**src/rtl/mem_word_adapter_pkg.sv**
```systemverilog
// Shared definitions for the word-to-byte memory adapter: lane geometry,
// FSM state encodings, the latched request record and a lane extraction helper.
package mem_word_adapter_pkg;

    localparam int LANE_W    = 8;
    localparam int NUM_LANES = 4;

    localparam logic [2:0] ST_IDLE  = 3'd0;
    localparam logic [2:0] ST_SEL   = 3'd1;
    localparam logic [2:0] ST_ISSUE = 3'd2;
    localparam logic [2:0] ST_WAIT  = 3'd3;
    localparam logic [2:0] ST_RESP  = 3'd4;

    // Request fields captured at acceptance; byte enables live in their own
    // shrinking "lanes left" register inside the adapter.
    typedef struct packed {
        logic        we;
        logic [31:0] addr;
        logic [31:0] wdata;
    } word_req_t;

    // Byte lane k of a 32-bit word (lane 0 = bits [7:0]).
    function automatic logic [LANE_W-1:0] lane_byte(input logic [31:0] word,
                                                     input logic [1:0]  k);
        return word[{k, 3'b000} +: LANE_W];
    endfunction

endpackage

```
**src/rtl/mem_word_adapter_if.sv**
```systemverilog
// Word request/response port of the adapter. The master drives requests
// (CPU/bus side); the slave is the adapter that answers them.
interface mem_word_adapter_if;

    logic        req_valid;
    logic        req_ready;
    logic        req_we;
    logic [31:0] req_addr;
    logic [31:0] req_wdata;
    logic [3:0]  req_be;
    logic        resp_valid;
    logic [31:0] resp_rdata;
    logic        resp_err;

    modport master (
        output req_valid, req_we, req_addr, req_wdata, req_be,
        input  req_ready, resp_valid, resp_rdata, resp_err
    );

    modport slave (
        input  req_valid, req_we, req_addr, req_wdata, req_be,
        output req_ready, resp_valid, resp_rdata, resp_err
    );

endinterface

```
**src/rtl/mem_word_adapter_lane_sel.sv**
```systemverilog
// Lowest-set-bit encoder over the remaining byte enables; lanes are always
// served in ascending order, so the lowest pending lane goes next.
module mem_lane_sel
    import mem_word_adapter_pkg::*;
(
    input  logic [NUM_LANES-1:0] bits,
    output logic [1:0]           lane,
    output logic                 any_set
);

    // Scan from the top down so the lowest set bit is the last to win.
    always_comb begin
        lane    = 2'd0;
        any_set = |bits;
        for (int i = NUM_LANES - 1; i >= 0; i--) begin
            if (bits[i]) begin
                lane = i[1:0];
            end
        end
    end

endmodule

```
**src/rtl/mem_word_adapter.sv**
```systemverilog
// Word memory adapter: accepts 32-bit read/write requests with byte enables,
// plays them out as byte transactions on the cellular-RAM controller's
// go/done handshake and reassembles read bytes into one word response.
module mem_word_adapter
    import mem_word_adapter_pkg::*;
#(
    parameter int TIMEOUT_CYCLES = 255
) (
    input  logic                clk,
    input  logic                rst,
    mem_word_adapter_if.slave   req_if,
    output logic [31:0]         mem_addr,
    output logic [LANE_W-1:0]   mem_wdata,
    input  logic [LANE_W-1:0]   mem_rdata,
    output logic                mem_we,
    output logic                mem_go,
    input  logic                mem_done
);

    localparam logic [7:0] TMO_LAST = 8'(TIMEOUT_CYCLES - 1);

    logic [2:0]           state;
    word_req_t            req_q;
    logic [NUM_LANES-1:0] be_left;
    logic [1:0]           cur_lane;
    logic [31:0]          rdata_acc;
    logic [7:0]           tmo_cnt;
    logic                 ready_q;
    logic                 resp_valid_q;
    logic [31:0]          resp_rdata_q;
    logic                 resp_err_q;
    logic [1:0]           sel_lane;
    logic                 sel_any;
    logic [31:0]          rdata_merged;

    mem_lane_sel u_lane_sel (
        .bits    (be_left),
        .lane    (sel_lane),
        .any_set (sel_any)
    );

    // go is only ever high in ISSUE, so an idle controller can never see a second go.
    assign mem_go = (state == ST_ISSUE);

    assign req_if.req_ready  = ready_q;
    assign req_if.resp_valid = resp_valid_q;
    assign req_if.resp_rdata = resp_rdata_q;
    assign req_if.resp_err   = resp_err_q;

    // Accumulated read word with the byte currently returned by the controller merged in.
    always_comb begin
        rdata_merged = rdata_acc;
        if (!req_q.we) begin
            rdata_merged[{cur_lane, 3'b000} +: LANE_W] = mem_rdata;
        end
    end

    // Request FSM: latch, select lane, issue, wait for done, respond; timeout aborts.
    always_ff @(posedge clk or posedge rst) begin
        if (rst) begin
            state        <= ST_IDLE;
            req_q        <= '0;
            be_left      <= '0;
            cur_lane     <= 2'd0;
            rdata_acc    <= '0;
            tmo_cnt      <= '0;
            ready_q      <= 1'b0;
            resp_valid_q <= 1'b0;
            resp_rdata_q <= '0;
            resp_err_q   <= 1'b0;
            mem_addr     <= '0;
            mem_wdata    <= '0;
            mem_we       <= 1'b0;
        end else begin
            resp_valid_q <= 1'b0;
            case (state)
                ST_IDLE: begin
                    ready_q <= 1'b1;
                    if (req_if.req_valid && ready_q) begin
                        ready_q   <= 1'b0;
                        req_q     <= '{we: req_if.req_we, addr: req_if.req_addr,
                                       wdata: req_if.req_wdata};
                        be_left   <= req_if.req_be;
                        rdata_acc <= '0;
                        if (req_if.req_addr[1:0] != 2'b00) begin
                            resp_valid_q <= 1'b1;
                            resp_err_q   <= 1'b1;
                            resp_rdata_q <= '0;
                            state        <= ST_RESP;
                        end else if (req_if.req_be == '0) begin
                            resp_valid_q <= 1'b1;
                            resp_err_q   <= 1'b0;
                            resp_rdata_q <= '0;
                            state        <= ST_RESP;
                        end else begin
                            state <= ST_SEL;
                        end
                    end
                end
                ST_SEL: begin
                    cur_lane          <= sel_lane;
                    mem_addr          <= req_q.addr + {30'd0, sel_lane};
                    mem_wdata         <= lane_byte(req_q.wdata, sel_lane);
                    mem_we            <= req_q.we;
                    be_left[sel_lane] <= 1'b0;
                    tmo_cnt           <= '0;
                    state             <= ST_ISSUE;
                end
                ST_ISSUE: begin
                    tmo_cnt <= tmo_cnt + 8'd1;
                    if (!mem_done) begin
                        state <= ST_WAIT;
                    end else if (tmo_cnt == TMO_LAST) begin
                        resp_valid_q <= 1'b1;
                        resp_err_q   <= 1'b1;
                        resp_rdata_q <= rdata_acc;
                        state        <= ST_RESP;
                    end
                end
                ST_WAIT: begin
                    tmo_cnt <= tmo_cnt + 8'd1;
                    if (mem_done) begin
                        rdata_acc <= rdata_merged;
                        if (sel_any) begin
                            state <= ST_SEL;
                        end else begin
                            resp_valid_q <= 1'b1;
                            resp_err_q   <= 1'b0;
                            resp_rdata_q <= rdata_merged;
                            state        <= ST_RESP;
                        end
                    end else if (tmo_cnt == TMO_LAST) begin
                        resp_valid_q <= 1'b1;
                        resp_err_q   <= 1'b1;
                        resp_rdata_q <= rdata_acc;
                        state        <= ST_RESP;
                    end
                end
                ST_RESP: begin
                    ready_q <= 1'b1;
                    state   <= ST_IDLE;
                end
                default: begin
                    state <= ST_IDLE;
                end
            endcase
        end
    end

endmodule
```
**src/flat_wrapper.sv**
```systemverilog
// flat-port wrapper written by rule: the top's interface ports become plain ports
module mem_word_adapter_flat import mem_word_adapter_pkg::*;
#(
    parameter int TIMEOUT_CYCLES = 255
)
  (clk, rst, mem_addr, mem_wdata, mem_rdata, mem_we, mem_go, mem_done, req_if_req_valid, req_if_req_we, req_if_req_addr, req_if_req_wdata, req_if_req_be, req_if_req_ready, req_if_resp_valid, req_if_resp_rdata, req_if_resp_err);
  mem_word_adapter_if req_if_i ();
  input  logic clk;
  input  logic rst;
  output logic [31:0] mem_addr;
  output logic [LANE_W-1:0] mem_wdata;
  input  logic [LANE_W-1:0] mem_rdata;
  output logic mem_we;
  output logic mem_go;
  input  logic mem_done;
  input wire logic [$bits(req_if_i.req_valid)-1:0] req_if_req_valid;
  input wire logic [$bits(req_if_i.req_we)-1:0] req_if_req_we;
  input wire logic [$bits(req_if_i.req_addr)-1:0] req_if_req_addr;
  input wire logic [$bits(req_if_i.req_wdata)-1:0] req_if_req_wdata;
  input wire logic [$bits(req_if_i.req_be)-1:0] req_if_req_be;
  output wire logic [$bits(req_if_i.req_ready)-1:0] req_if_req_ready;
  output wire logic [$bits(req_if_i.resp_valid)-1:0] req_if_resp_valid;
  output wire logic [$bits(req_if_i.resp_rdata)-1:0] req_if_resp_rdata;
  output wire logic [$bits(req_if_i.resp_err)-1:0] req_if_resp_err;
  assign req_if_i.req_valid = req_if_req_valid;
  assign req_if_i.req_we = req_if_req_we;
  assign req_if_i.req_addr = req_if_req_addr;
  assign req_if_i.req_wdata = req_if_req_wdata;
  assign req_if_i.req_be = req_if_req_be;
  assign req_if_req_ready = req_if_i.req_ready;
  assign req_if_resp_valid = req_if_i.resp_valid;
  assign req_if_resp_rdata = req_if_i.resp_rdata;
  assign req_if_resp_err = req_if_i.resp_err;
  mem_word_adapter #(.TIMEOUT_CYCLES(TIMEOUT_CYCLES)) u_core (.clk(clk), .rst(rst), .req_if(req_if_i), .mem_addr(mem_addr), .mem_wdata(mem_wdata), .mem_rdata(mem_rdata), .mem_we(mem_we), .mem_go(mem_go), .mem_done(mem_done));
endmodule
```
**config.mk**
```make
export PLATFORM = sky130hd
export DESIGN_NAME = mem_word_adapter_flat
export DESIGN_NICKNAME = d
export VERILOG_FILES = /design/src/rtl/mem_word_adapter_pkg.sv /design/src/rtl/mem_word_adapter_if.sv /design/src/rtl/mem_word_adapter_lane_sel.sv /design/src/rtl/mem_word_adapter.sv /design/src/flat_wrapper.sv
export SDC_FILE = /design/constraint.sdc
export NUM_CORES = 1
export LEC_CHECK = 0
export CAP_MARGIN = 30
export CORE_ASPECT_RATIO = 2
export CORE_MARGIN = 4
export CORE_UTILIZATION = 35
export DETAILED_ROUTE_END_ITERATION = 7
export PLACE_DENSITY = 0.64
export SYNTH_ARGS = -nofsm -noshare
export SYNTH_HDL_FRONTEND = slang
export SYNTH_SLANG_ARGS = --single-unit
```
**constraint.sdc**
```tcl
create_clock -name clk -period 6.6 [get_ports clk]
set_input_delay 0.99 -clock clk [delete_from_list [all_inputs] [get_ports clk]]
set_output_delay 0.99 -clock clk [all_outputs]
set_load 0.1 [all_outputs]
```
[Word level (Yosys, flattened, before mapping)]
Cells that the tools add are included.
Operators by class
  $add $sub $neg: 3
  order comparisons: 2
  equal/unequal tests: 10
  shifts and indexed selects: 3
  multiplexer cells: 48
  bitwise gates (word level): 2
  reduce and logical (&&, ||, !) cells: 16
Operator list (count)
  32-bit two-way mux: 10
  32-bit one-hot mux with 3 select lines: 1
  32-bit one-hot mux with 2 select lines: 1
  32-bit by 2-bit adder with 32-bit output: 1
  32-bit bitwise mux: 1
  8-bit by 7-bit variable shift with 32-bit output, first input constant: 1
  32-bit by 6-bit indexed part select with 8-bit output: 1
  8-bit by 7-bit indexed part select with 32-bit output: 1
  3-bit two-way mux: 7
  1-bit two-way mux: 16
  8-bit one-hot mux with 2 select lines: 1
  3-bit one-hot mux with 4 select lines: 1
  2-bit nonzero test: 5
  8-bit by 1-bit adder with 8-bit output, second input constant: 1
  8-bit == test, second input constant: 1
  2-bit two-way mux: 4
  4-bit one-hot mux with 2 select lines: 1
  5-bit negator with 7-bit output: 1
  3-bit by 2-bit == test with 1-bit output, second input constant: 2
  1-bit one-hot mux with 3 select lines: 2
  5-bit AND reduction: 1
  4-bit AND: 1
  4-bit logical NOT: 1
  4-bit two-way mux: 1
  18 further kinds: 21
Word-level totals
  bits in registers: 190
  input port bits: 81
  output and inout bits: 77
  logic and storage cells: 99

[Longest topological paths before layout]
  depth after elaboration: 11
  mapped depth: 10
  gate-level depth less buffers: 9

[By module]
A second synthesis with hierarchy kept.
Second synthesis, totals
  cells, all modules: 804
  area total of the unflattened synthesis: 8924.8 um^2
By module, submodules not included
  mem_word_adapter: times used 1, cells each 797, area an instance 8889.8 um^2, sequential area each 4754.6 um^2
  mem_lane_sel: times used 1, cells each 7, area an instance 35.0 um^2, sequential area each 0.0 um^2

[Worst setup path after synthesis]
No wires, ideal clock.
  path kind: reg2out
  start point: register u_core.state[2]
  end point: output port mem_go
  arrival: 2.113 ns
  required time: 5.610 ns
  slack: 3.497 ns
  cell stages (with the launch flop): 5
  path buffers: 2
  cell sequence: dfrtp_1 > buf_2 > nand2b_1 > clkbuf_1 > nor2_1
On the way
  longest elaborated chain between the ends: 1
RTL lines
  start, declared: RTL line mem_word_adapter.sv:22  | logic [2:0] state;
  start signal, assigned: RTL line mem_word_adapter.sv:61  | state <= ST_IDLE;
  start signal, assigned: RTL line mem_word_adapter.sv:89  | state <= ST_RESP;
  start signal, assigned: RTL line mem_word_adapter.sv:94  | state <= ST_RESP;
  3-bit by 2-bit == test with 1-bit output: RTL line mem_word_adapter.sv:43  | assign mem_go = (state == ST_ISSUE);
  end, declared: RTL line flat_wrapper.sv:14  | output logic mem_go;
Every way passes these cells.

[Final worst setup path]
Ends and elaborated chain as after synthesis.

==> run_results.csv <==
group,metric,value,unit
status,status,"finished, final reports clean",
clock_tree,numCtsBuffers,17,
clock_tree,root_buffer,"clkbuf_16",
global_routing,grt_pass1_wl,39.95,mm
synth,synth_nets,965,
clock_tree,cts_tree,"done",
global_routing,grt_max_degree,141,
floorplan,core,26170,µm²
floorplan,die_h,238.0,µm
floorplan,start_util,35.37,%
clock_tree,cts.repair.resized,0,
placed_design,place_hpwl,17.96,mm
synth,synth-edff-count,0,
min_path,hold_path_depth,2,
worst_setup_path,crit_required,5.61,ns
sta,period_needed,3.705,ns
global_routing,antenna_found_initial,1,
drt,vias,7146,
clock_tree,clk_latency,0.44,ns
clock_tree,ctsHoldBuffers,0,
synth,netlist_instances,874,
worst_setup_path,reg2reg_from,"u_core.be_left[2]",
worst_setup_path,r2r_setup_slack,3.39,ns
worst_setup_path,path_max_fanout,13,
clock_tree,cts_max_level,4,
sta,worst_slew_pin_slew,1.023,ns
worst_setup_path,crit_path_end_kind,"output port",
synth,async_reset_ff_share,100.0,%
synth,synth_cell_types,58,
global_routing,grt_use_total,17.77,%
sta,hold_viol_final,0,
synth,synth_flop_cell,"dfrtp_1",
layout,syn_to_final_growth,27.88,%
synth,ys_seq_area_share,51.37,%
global_routing,grt_pass1_vias,7295,
sta,fin_tns_setup,0,ns
clock_tree,cts_max_path_buffers,2,
synth,avgSynthCellArea,10.59,µm²
drt,detail_route.vias_per_cell,5.251,
sta,max-slew-margin-rel,31.58,%
drt,drt.antenna.violating_nets,0,
placed_design,post-place-cells,1328,
clock_tree,cts_setup_buffers,0,
layout,layout_common_cells,"dfrtp_1 (190), clkdlybuf4s50_1 (157), nand2_1 (120)",
clock_tree,clkSinkCount,190,
drt,wl_per_cell,18.60,µm
synth,yosys_warnings,0,
clock_tree,cts.clk_slew.worst_paths,0.07,ns
floorplan,dieArea,29270,µm²
power_and_ir_drop,ir_drop,296.9,µV
drt,wirelength,25.32,mm
floorplan,fp-row-count,84,
drt,drcViolationCount,0,
layout,drive_gt1_share,14.07,%
sta,finalWorstSetupSlack,2.895,ns
worst_setup_path,worstSetupStartpoint,"u_core.state[2]",
layout,layout_commonest_cell,"dfrtp_1",
worst_setup_path,rr_worst_depth,9,
placed_design,pre_cts_ws,3.257,ns
worst_setup_path,crit_type,"reg2out",
worst_setup_path,arrival,2.71,ns
power_and_ir_drop,p_leak,5.089,nW
synth,synth_area,9255,µm²
drt,drt_iter0_drc,376,
layout,final_nets,1095,
placed_design,io_buffers,157,
sta,drv_slew,0,
sta,skew,0.008097,ns
sta,rsz0062_at_grt,"false",
min_path,min_path_type,"reg2reg",
layout,n_fill_cell,2459,
floorplan,ioPinCount,158,
worst_setup_path,timing.rr.end,"u_core.mem_addr[28]",
placed_design,gp_congestion,0.8004,
worst_setup_path,cp-endpoint,"mem_go",
sta,max_freq,0.2699,GHz
sta,min_period_over_period,56.13,%
worst_setup_path,startpoint_type,"flop",
floorplan,die_w,123.0,µm
flow_run,maxCapViolCount,0,
global_routing,grt_overflow_total,0,
power_and_ir_drop,power.density,480.1,nW/µm²
drt,dr.pass1.iters,5,
layout,instances_no_fill,1361,
sta,finalSetupViolations,0,
synth,synth-seq-cells,190,
[routing by layer]
metal / share of wire [%] / track usage, % / up-vias
li1: - / - / 3405
met1: 36 / 18.57 / 3556
met2: 57 / 33.63 / 152
met3: 3.9 / 3.843 / 33
met4: 3.0 / 7.126 / 0
met5: 0 / 0 / -
[worst min-delay path by stage]
stage / startpoint / to / slack (ns)
after floorplan: u_core.tmo_cnt[6] / u_core.tmo_cnt[6] / 0.44
after global placement: u_core.mem_we / u_core.mem_we / 0.46
after detailed placement: u_core.mem_addr[1] / u_core.mem_addr[1] / 0.46
after CTS: u_core.mem_addr[1] / u_core.mem_addr[1] / 0.48
after global routing: u_core.mem_addr[27] / u_core.mem_addr[27] / 0.51
final: u_core.mem_addr[1] / u_core.mem_addr[1] / 0.47
[sequential cells by signal, summed over array words and instances, names as in the netlist]
name,cells
u_core.mem_addr,32
u_core.req_q,65
u_core.rdata_acc,32
u_core.req_if.resp_rdata,32
u_core.be_left,4
u_core.state,3
u_core.mem_we,1
u_core.req_if.resp_valid,1
u_core.req_if.req_ready,1
u_core.tmo_cnt,8
u_core.mem_wdata,8
u_core.cur_lane,2
u_core.req_if.resp_err,1
[Yosys cell counts, types with 7 or more instances]
library cell	count	area (µm²)
o22ai_1	8	50.05
nor3_2	7	70.07
mux2_2	73	822.0
o21ai_1	22	110.1
and3_1	26	162.7
dfrtp_1	190	4755
buf_1	7	26.28
nor3_1	11	55.05
a311oi_1	24	210.2
nor2_1	24	90.09
nand2_1	121	454.2
a222oi_1	8	80.08
xor2_1	8	70.07
inv_1	18	67.56
xnor2_1	24	210.2
o21ai_0	69	345.3
clkbuf_1	31	116.4
buf_2	15	75.07
a21oi_1	21	105.1
a22o_1	8	70.07
buf_6	8	90.09
a22oi_1	16	120.1
mux2i_1	8	80.08
nand4_1	10	62.56
a21o_1	26	195.2
ha_1	9	112.6
nand3_1	32	160.2
[final cells by class]
type                    instances  area [µm²]  area share (%)
flip-flops and latches        190        4755           40.17
multi-input cells             604        4136           34.95
repair buffers                173        1804           15.24
clock inverters                 9       157.7           1.332
well taps                     344       430.4           3.637
diodes                          1       2.502         0.02114
clock buffers                  22       474.2           4.007
inverters                      18       75.07          0.6343
[logic make-up (layout without fill, tap and decap cells)]
logic type      Yosys count  in the layout  synth area share, %
flops                   190            190                51.37
mux                      81             81                9.747
fa+ha+maj                10             10                1.433
other cells               0              1                    0
compound gates          215            215                15.17
xor+xnor                 32             32                3.028
simple gates            266            266                15.11
buf+inv                  80            222                4.137
[power breakdown]
| group | internal, mW | switching (mW) | leakage, nW | total [mW] |
|---|---|---|---|---|
| sequential | 1.54 | 0.351 | 2.43 | 1.89 |
| combinational | 0.891 | 1.78 | 2.35 | 2.67 |
| clock | 0.664 | 0.457 | 0.303 | 1.12 |
[stage by stage]
stage,util (%),power (mW),hold WS (ns),instance area [µm²]
2_1_floorplan,-,3.880,0.4436,9255
3_3_place_gp,42.11,4.488,0.4631,11020
3_5_place_dp,42.69,4.602,0.4619,11170
4_1_cts,45.11,5.748,0.4784,11810
5_1_grt,45.22,6.004,0.5067,11840
6_report,45.22,5.682,0.4737,11840
[critical path, cell delays in order (launching register included)]
cell and delay, ns:
dfrtp_1 0.48, nand2b_1 0.41, nor2_1 0.23, clkdlybuf4s50_1 1.16
No activity file was read; power rests on OpenSTA's default activity.
